==> src/rtl/mem_read_unit.sv <==
// Memory-read sequencer for the register-file writeback path: one or two byte
// reads on the external byte bus, then a single-cycle writeback presentation.

package register_types;
    typedef enum logic [3:0] {
        NONE = 4'd0,
        OP0  = 4'd1,
        OP1  = 4'd2,
        AX   = 4'd3,
        BX   = 4'd4,
        CX   = 4'd5,
        DX   = 4'd6,
        SP   = 4'd7,
        BP   = 4'd8,
        SI   = 4'd9,
        DI   = 4'd10
    } name;
endpackage

module mem_read_unit #(
    parameter int unsigned ADDR_W  = 17,
    parameter int unsigned TIMEOUT = 255
) (
    input  logic                clk,
    input  logic                reset,
    input  logic                req_valid,
    output logic                req_ready,
    input  logic [ADDR_W-1:0]   req_addr,
    input  logic                req_word,
    input  register_types::name req_dest,
    output logic                bus_rd,
    output logic [ADDR_W-1:0]   bus_addr,
    input  logic                bus_ack,
    input  logic [7:0]          bus_rdata,
    output register_types::name mem_dest_select,
    output logic [7:0]          mem_dest,
    output logic [7:0]          mem_dest_hi,
    output logic                done,
    output logic                err,
    output logic                busy
);

    // Timer runs 0..TIMEOUT-1; the last value plus a missing ack means timeout.
    localparam int unsigned TMR_W = (TIMEOUT > 1) ? $clog2(TIMEOUT) : 1;
    localparam logic [TMR_W-1:0] TMR_LAST = TMR_W'(TIMEOUT - 1);

    typedef enum logic [1:0] {
        IDLE  = 2'd0,
        RD_LO = 2'd1,
        RD_HI = 2'd2,
        WB    = 2'd3
    } state_t;

    state_t              state_q, state_d;
    logic [ADDR_W-1:0]   addr_q, addr_d;
    logic                word_q, word_d;
    register_types::name dest_q, dest_d;
    logic [7:0]          lo_q, lo_d;
    logic [7:0]          hi_q, hi_d;
    logic [TMR_W-1:0]    timer_q, timer_d;

    logic                req_ready_q, req_ready_d;
    logic                bus_rd_q, bus_rd_d;
    logic [ADDR_W-1:0]   bus_addr_q, bus_addr_d;
    register_types::name sel_q, sel_d;
    logic [7:0]          mem_dest_q, mem_dest_d;
    logic [7:0]          mem_dest_hi_q, mem_dest_hi_d;
    logic                done_q, done_d;
    logic                err_q, err_d;
    logic                busy_q, busy_d;

    logic                timeout_hit;

    assign timeout_hit = (TIMEOUT != 0) && (timer_q == TMR_LAST);

    // Next-state and next-output logic; outputs follow the next state so they
    // line up with the state register.
    always_comb begin
        state_d = state_q;
        addr_d  = addr_q;
        word_d  = word_q;
        dest_d  = dest_q;
        lo_d    = lo_q;
        hi_d    = hi_q;
        timer_d = timer_q;
        err_d   = 1'b0;

        case (state_q)
            IDLE: begin
                if (req_valid) begin
                    addr_d  = req_addr;
                    word_d  = req_word;
                    dest_d  = req_dest;
                    lo_d    = 8'h00;
                    hi_d    = 8'h00;
                    timer_d = '0;
                    state_d = RD_LO;
                end
            end
            RD_LO: begin
                // Ack wins over a timeout landing in the same cycle.
                if (bus_ack) begin
                    lo_d    = bus_rdata;
                    timer_d = '0;
                    state_d = word_q ? RD_HI : WB;
                end else if (timeout_hit) begin
                    err_d   = 1'b1;
                    state_d = IDLE;
                end else begin
                    timer_d = timer_q + TMR_W'(1);
                end
            end
            RD_HI: begin
                if (bus_ack) begin
                    hi_d    = bus_rdata;
                    state_d = WB;
                end else if (timeout_hit) begin
                    err_d   = 1'b1;
                    state_d = IDLE;
                end else begin
                    timer_d = timer_q + TMR_W'(1);
                end
            end
            WB: begin
                state_d = IDLE;
            end
            default: begin
                state_d = IDLE;
            end
        endcase

        req_ready_d   = (state_d == IDLE);
        busy_d        = (state_d != IDLE);
        bus_rd_d      = (state_d == RD_LO) || (state_d == RD_HI);
        bus_addr_d    = '0;
        if (state_d == RD_LO) begin
            bus_addr_d = addr_d;
        end else if (state_d == RD_HI) begin
            bus_addr_d = addr_d + ADDR_W'(1);
        end
        done_d        = (state_d == WB);
        sel_d         = (state_d == WB) ? dest_d : register_types::NONE;
        mem_dest_d    = (state_d == WB) ? lo_d : 8'h00;
        mem_dest_hi_d = (state_d == WB) ? hi_d : 8'h00;
    end

    always_ff @(posedge clk or negedge reset) begin
        if (!reset) begin
            state_q       <= IDLE;
            addr_q        <= '0;
            word_q        <= 1'b0;
            dest_q        <= register_types::NONE;
            lo_q          <= 8'h00;
            hi_q          <= 8'h00;
            timer_q       <= '0;
            req_ready_q   <= 1'b1;
            bus_rd_q      <= 1'b0;
            bus_addr_q    <= '0;
            sel_q         <= register_types::NONE;
            mem_dest_q    <= 8'h00;
            mem_dest_hi_q <= 8'h00;
            done_q        <= 1'b0;
            err_q         <= 1'b0;
            busy_q        <= 1'b0;
        end else begin
            state_q       <= state_d;
            addr_q        <= addr_d;
            word_q        <= word_d;
            dest_q        <= dest_d;
            lo_q          <= lo_d;
            hi_q          <= hi_d;
            timer_q       <= timer_d;
            req_ready_q   <= req_ready_d;
            bus_rd_q      <= bus_rd_d;
            bus_addr_q    <= bus_addr_d;
            sel_q         <= sel_d;
            mem_dest_q    <= mem_dest_d;
            mem_dest_hi_q <= mem_dest_hi_d;
            done_q        <= done_d;
            err_q         <= err_d;
            busy_q        <= busy_d;
        end
    end

    assign req_ready       = req_ready_q;
    assign bus_rd          = bus_rd_q;
    assign bus_addr        = bus_addr_q;
    assign mem_dest_select = sel_q;
    assign mem_dest        = mem_dest_q;
    assign mem_dest_hi     = mem_dest_hi_q;
    assign done            = done_q;
    assign err             = err_q;
    assign busy            = busy_q;

endmodule
==> config.mk <==
export PLATFORM = sky130hd
export DESIGN_NAME = mem_read_unit
export DESIGN_NICKNAME = d
export VERILOG_FILES = /design/src/rtl/mem_read_unit.sv
export SDC_FILE = /design/constraint.sdc
export NUM_CORES = 1
export LEC_CHECK = 0
export CAP_MARGIN = 25
export CORE_MARGIN = 3
export CORE_UTILIZATION = 52
export DETAILED_ROUTE_END_ITERATION = 7
export GPL_TIMING_DRIVEN = 0
export PLACE_DENSITY = 0.85
export REMOVE_ABC_BUFFERS = 1
export SETUP_SLACK_MARGIN = 0.5
export SYNTH_ARGS = -nofsm -noshare
export SYNTH_HDL_FRONTEND = slang
export SYNTH_SLANG_ARGS = --single-unit
==> constraint.sdc <==
create_clock -name clk -period 3.5 [get_ports clk]
set_input_delay 0.35 -clock clk [delete_from_list [all_inputs] [get_ports clk]]
set_output_delay 0.35 -clock clk [all_outputs]
set_load 0.02 [all_outputs]
# Word-level counts from Yosys, hierarchy flattened
# Cells that the tools add are included.
# Widths: inputs -> output; s select.
# word_totals
out_inout_bits	42
regBits	90
input_bits	34
wordCells	64
# classes
muxes	29
n_addsub	2
n_eq_ne	9
reduce_logical	8
# ops
operator	count
$mux 8	10
$mux 17	4
$pmux 8 s2	2
$pmux 8 s3	1
$add 17x1->17 const B	1
$mux 4	3
$add 8x1->8 const B	1
$eq 2x2->1 const B	4
$eq 8x8->1 const B	1
$mux 2	4
$pmux 2 s4	1
$eq 2x1->1 const B	2
$logic_not 2->1	2
$mux 1	4
$ne 2x2->1 const B	2
$reduce_and 3->1	1
$reduce_bool 3->1	1
$reduce_and 2->1	1
$reduce_bool 2->1	1
$reduce_or 2->1	1
$logic_or 1x1->1	1

# Depth between registers and ports, before layout
# depth
word_depth	7
mapped_depth	13
ltp_nobuf	13

# Worst setup path after synthesis
# No wires, ideal clock.
# synth_path
path_kind	register to register
startpoint	register state_q[0]
endpoint	register bus_addr_q[14], in the netlist bus_addr[14]
n_path_buf	3
stages_incl_launch_ff	13
setup_slack_ns	0.831
required_time_ns	3.422
synth_period_minus_slack_ns	2.669
setup_time_ns	0.078
t_arrival_ns	2.591
cell_sequence	dfrtp_1 -> inv_1 -> ha_1 -> and2_4 -> buf_12 -> buf_12 -> clkbuf_1 -> nand2_1 -> nand2_1 -> ha_1 -> nand4_2 -> or4_1 -> a21oi_1
# synth_via
word_cells_on_any_way	15
classes_between	add/sub: 1; eq/ne: 5; mux: 8; reduce/logical: 1
# synth_lines
element	line_no	source
start, declared	54	state_t state_q, state_d;
start signal, assigned	166	state_q <= state_d;
$logic_not 2->1	88	case (state_q)
$mux 17	88	
named net addr_d[1]	55	logic [ADDR_W-1:0] addr_q, addr_d;
$add 17x1->17	139	bus_addr_d = addr_d + ADDR_W'(1);
$mux 17	138	end else if (state_d == RD_HI) begin
$mux 17	136	if (state_d == RD_LO) begin
named net bus_addr_d[14]	64	logic [ADDR_W-1:0] bus_addr_q, bus_addr_d;
end signal, assigned	175	bus_addr_q <= bus_addr_d;
end, declared	64	
# The timed path passes the listed nets, and every way through them passes these cells.
# A chain may end at the register's enable or synchronous reset.

# Worst setup path in the final report
# layout_path
startpoint	register timer_q[0]
endpoint	register bus_addr_q[14], in the netlist bus_addr[14]
# layout_via
elab_chain_cells	7
word_cells_on_any_way	9
classes_between	eq/ne: 3; mux: 6
# layout_rtl
element	line_no	source
start, declared	60	logic [TMR_W-1:0] timer_q, timer_d;
start signal, assigned	172	timer_q <= timer_d;
$eq 8x8->1 *	74	assign timeout_hit = (TIMEOUT != 0) && (timer_q == TMR_LAST);
$mux 2 *	106, 117	
$mux 2 (on tied branches)	114, 102	
$pmux 2 s4 *	88	
named net state_d[1]	54	
$eq 2x2->1	138	
$mux 17	138	
$mux 17 *	136	
named net bus_addr_d[14]	64	
# The timed path passes the listed nets; every way through them passes the cells marked *.

==> results.md <==
- Count of final setup violators: 0
- CP Capture Type: flop
- Gr usage total: a little over a fifth
- Clk root buf: clkbuf_8
- Clock sinks: 90
- Die Span Y: 94.7 microns
- RSZ-0062 raised after global routing: true
- CTS Buffer Depth: 2
- Share of layout cells above drive strength 1: 14.2%
- Mapped Area: between 4000 and 5000 sq um
- Hpwl dp: between 6000 and 7000 microns
- Async S/R FF share, synth: 100%
- YS warnings: 0
- Slew HR: ~50%
- Run status: finished, final reports clean
- Clk_lat worst skew: 0.37 ns
- Max Cap Viol: 0
- Die width: around 95 microns
- Pin count of the biggest net entering global routing: 66
- Critical path required time: 3.79 ns
- Die ar.: 8970 sq um
- Synth-to-Final Area Change: 28.7%
- IO buf count: 75
- DR WL/cell: 16.8 microns
- Row cnt: 31
- Post-route DRC: 0
- Initial Utilization: 54.9%
- RePlAce Congestion: about 0.8
- Worst clock skew: 0.0107 ns
- Vias per cell: ~5.8
- Arrival time at the worst endpoint: 3.18 ns
- Top FF cell, synth: dfrtp_1
- Final Max Tran Viols: 0
- Final WL: 9470 microns
- Worst-path clk slew: 0.10 ns
- Global route overflow: 0
- Nets: 505
- Worst Hold Class: primary input to asynchronous set/reset pin
- N_diodes: 0
- Initial DRT Pass Iterations: 6
- Initial antenna violation count: 0
- Core Area: 7450 sq um
- Final period util: 82.6%
- Fin crit period: 2.89 ns
- Synth Area per Inst: 11.0 sq um
- TNS Setup: 0 ns
- Overall power: between 4 and 5 mW
- CTS tree: built
- Via count: 3255
- Crit-path max FO: 14
- Hold WS: 0.443 ns
- H-tree depth: 3
- Peak VDD IR: about 0.50 mV
- Startpoint Class: flop
- Seq/Total Area, Yosys: 55.1%
- Count of flip-flops with a built-in enable after synthesis: 0
- Synth cell types: 58
- Vias in the first global route: 3219
- Critical path type: flop to flop
- First-pass GRT wire length: 15300 microns
- Pwr per Cell Area: 837 nW/um^2
- Fin util: 70.7%
- Num CTS Buffers: 9
- Final hold vios: 0
- First DRT Iteration DRCs: 214
- Reg2reg setup slack: 0.61 ns
- Io pins: between 70 and 80
- #FFs+latches synth: 90
- Worst slew pin tran: ~0.75 ns
- ANT nets after route: 0
- Leakage: ~2.4 nW
- Synthesized instance count: ~370
- Highest Clock Rate: about 350 MHz
## synthesized netlist by cell type (2+ instances only)
cell type / instances / area share, %
nor3_1: 5 / 0.61
a21oi_1: 15 / 1.8
o21ai_0: 4 / 0.49
buf_2: 3 / 0.37
clkbuf_1: 9 / 0.83
ha_1: 12 / 3.7
nor4_2: 2 / 0.61
a41oi_1: 2 / 0.43
nand4_2: 2 / 0.61
o21ai_1: 7 / 0.86
mux2_4: 2 / 0.73
nand2_1: 59 / 5.4
a31oi_1: 7 / 1.1
nor2_1: 13 / 1.2
a22o_1: 17 / 3.6
nand3_1: 5 / 0.61
and4_1: 4 / 0.86
dfrtp_1: 89 / 54
inv_1: 14 / 1.3
o31ai_1: 4 / 0.73
o21a_1: 3 / 0.55
nand4_1: 10 / 1.5
o21ai_2: 2 / 0.43
a31o_2: 3 / 0.64
o211ai_1: 2 / 0.37
or4_1: 3 / 0.55
buf_12: 2 / 0.98
mux2i_1: 8 / 2.0
mux2_2: 3 / 0.83
and3_1: 6 / 0.92
o22a_1: 3 / 0.64
and2_1: 24 / 3.7
o21ai_4: 2 / 0.80
## worst paths after layout
path / startpoint / end / cells past startpoint
max: timer_q[0]$_DFFE_PN0P_ / bus_addr[14]$_DFF_PN0_ / 12
min: reset / timer_q[5]$_DFFE_PN0P_ / 2
max reg2reg: timer_q[0]$_DFFE_PN0P_ / bus_addr[14]$_DFF_PN0_ / 12
min reg2reg: dest_q[2]$_DFF_PN0_ / dest_q[2]$_DFF_PN0_ / 2
max in group asynchronous: reset / bus_addr[0]$_DFF_PN0_ / 3
min in group clk: dest_q[2]$_DFF_PN0_ / dest_q[2]$_DFF_PN0_ / 2
## per-stage QoR
stage	cell area, sq um	setup WS, ns	instances
floorplan	4000	0.627	356
global placement	4870	-0.999	530
detailed placement	4900	-0.0542	531
CTS	5160	0.498	552
global route	5270	0.421	563
finish	5270	0.609	563
## placed cells by master, fill, tap and decap left out, types with 5 or more instances in the layout
| cell | n |
|---|---|
| a31oi_1 | 7 |
| o21ai_1 | 7 |
| nor2_1 | 11 |
| ha_1 | 9 |
| nand3_1 | 5 |
| dfrtp_1 | 88 |
| inv_1 | 13 |
| nand4_1 | 10 |
| a22o_1 | 17 |
| and3_1 | 6 |
| clkdlybuf4s50_1 | 74 |
| buf_4 | 15 |
| clkbuf_8 | 9 |
| and2_1 | 24 |
| nor3_1 | 5 |
| mux2i_1 | 8 |
| nand2_1 | 58 |
| a21oi_1 | 15 |
## sequential cells by signal, indices dropped and copies added (netlist names), 2 cells and up
register         flops
addr_q              17
bus_addr            17
hi_q                 8
lo_q                 8
mem_dest             8
mem_dest_hi          8
timer_q              8
dest_q               4
mem_dest_select      4
state_q              2
## logic make-up (layout without fill, tap and decap cells)
group	count (synthesis)	after routing	share of synthesized area (%)
buf+inv	31	123	3.79
mux	16	16	4.68
compound gates	79	79	14.1
simple gates	142	143	18.4
fa+ha+maj	12	12	3.67
flops	90	90	55.1
xor+xnor	1	1	0.214
## layout make-up
class,count,area [sq um]
well taps,99,124
inverters,16,66.3
clock buffers,9,124
flip-flops and latches,90,2250
multi-input cells,251,1720
clock inverters,7,83.8
repair buffers,91,891
fillers,537,2180
## report_power, final
group | internal (mW) | switching [mW] | total [mW] | leakage (nW)
clock network | 0.287 | 0.425 | 0.713 | 0.105
registers | 1.38 | 0.140 | 1.52 | 1.17
logic | 0.901 | 1.27 | 2.17 | 1.13
## timing repair
| item | 4_1_cts | 5_1_grt |
|---|---|---|
| setup buffers | 3 | 11 |
| pin swaps | 2 | 1 |
| endpoints found under the setup margin | 15 | 15 |
| cloned | 1 | 0 |
| hold buffers | 1 | 0 |
| endpoints found under the hold margin | 24 | 0 |
| resized for setup | 5 | 5 |
## worst max-delay path, stage by stage, from the launching register on
cell and delay, ns:
dfrtp_2 0.43, inv_1 0.06, ha_1 0.22, and2_1 0.16, nand4_1 0.17, a21oi_1 0.12
o32ai_2 0.36, inv_1 0.15, ha_4 0.25, clkinvlp_4 0.18, nand3_2 0.10, or4_1 0.43
a21oi_1 0.18
## metal layers
| layer | track usage (%) | up-vias | wire, microns |
|---|---|---|---|
| met5 | 0 | - | 0 |
| met4 | 6.61 | 0 | 125 |
| met3 | 5.66 | 20 | 752 |
| met2 | 35.1 | 171 | 4560 |
| met1 | 28.9 | 1569 | 4030 |
| li1 | - | 1495 | - |
Power figures use the tool's default switching activity.
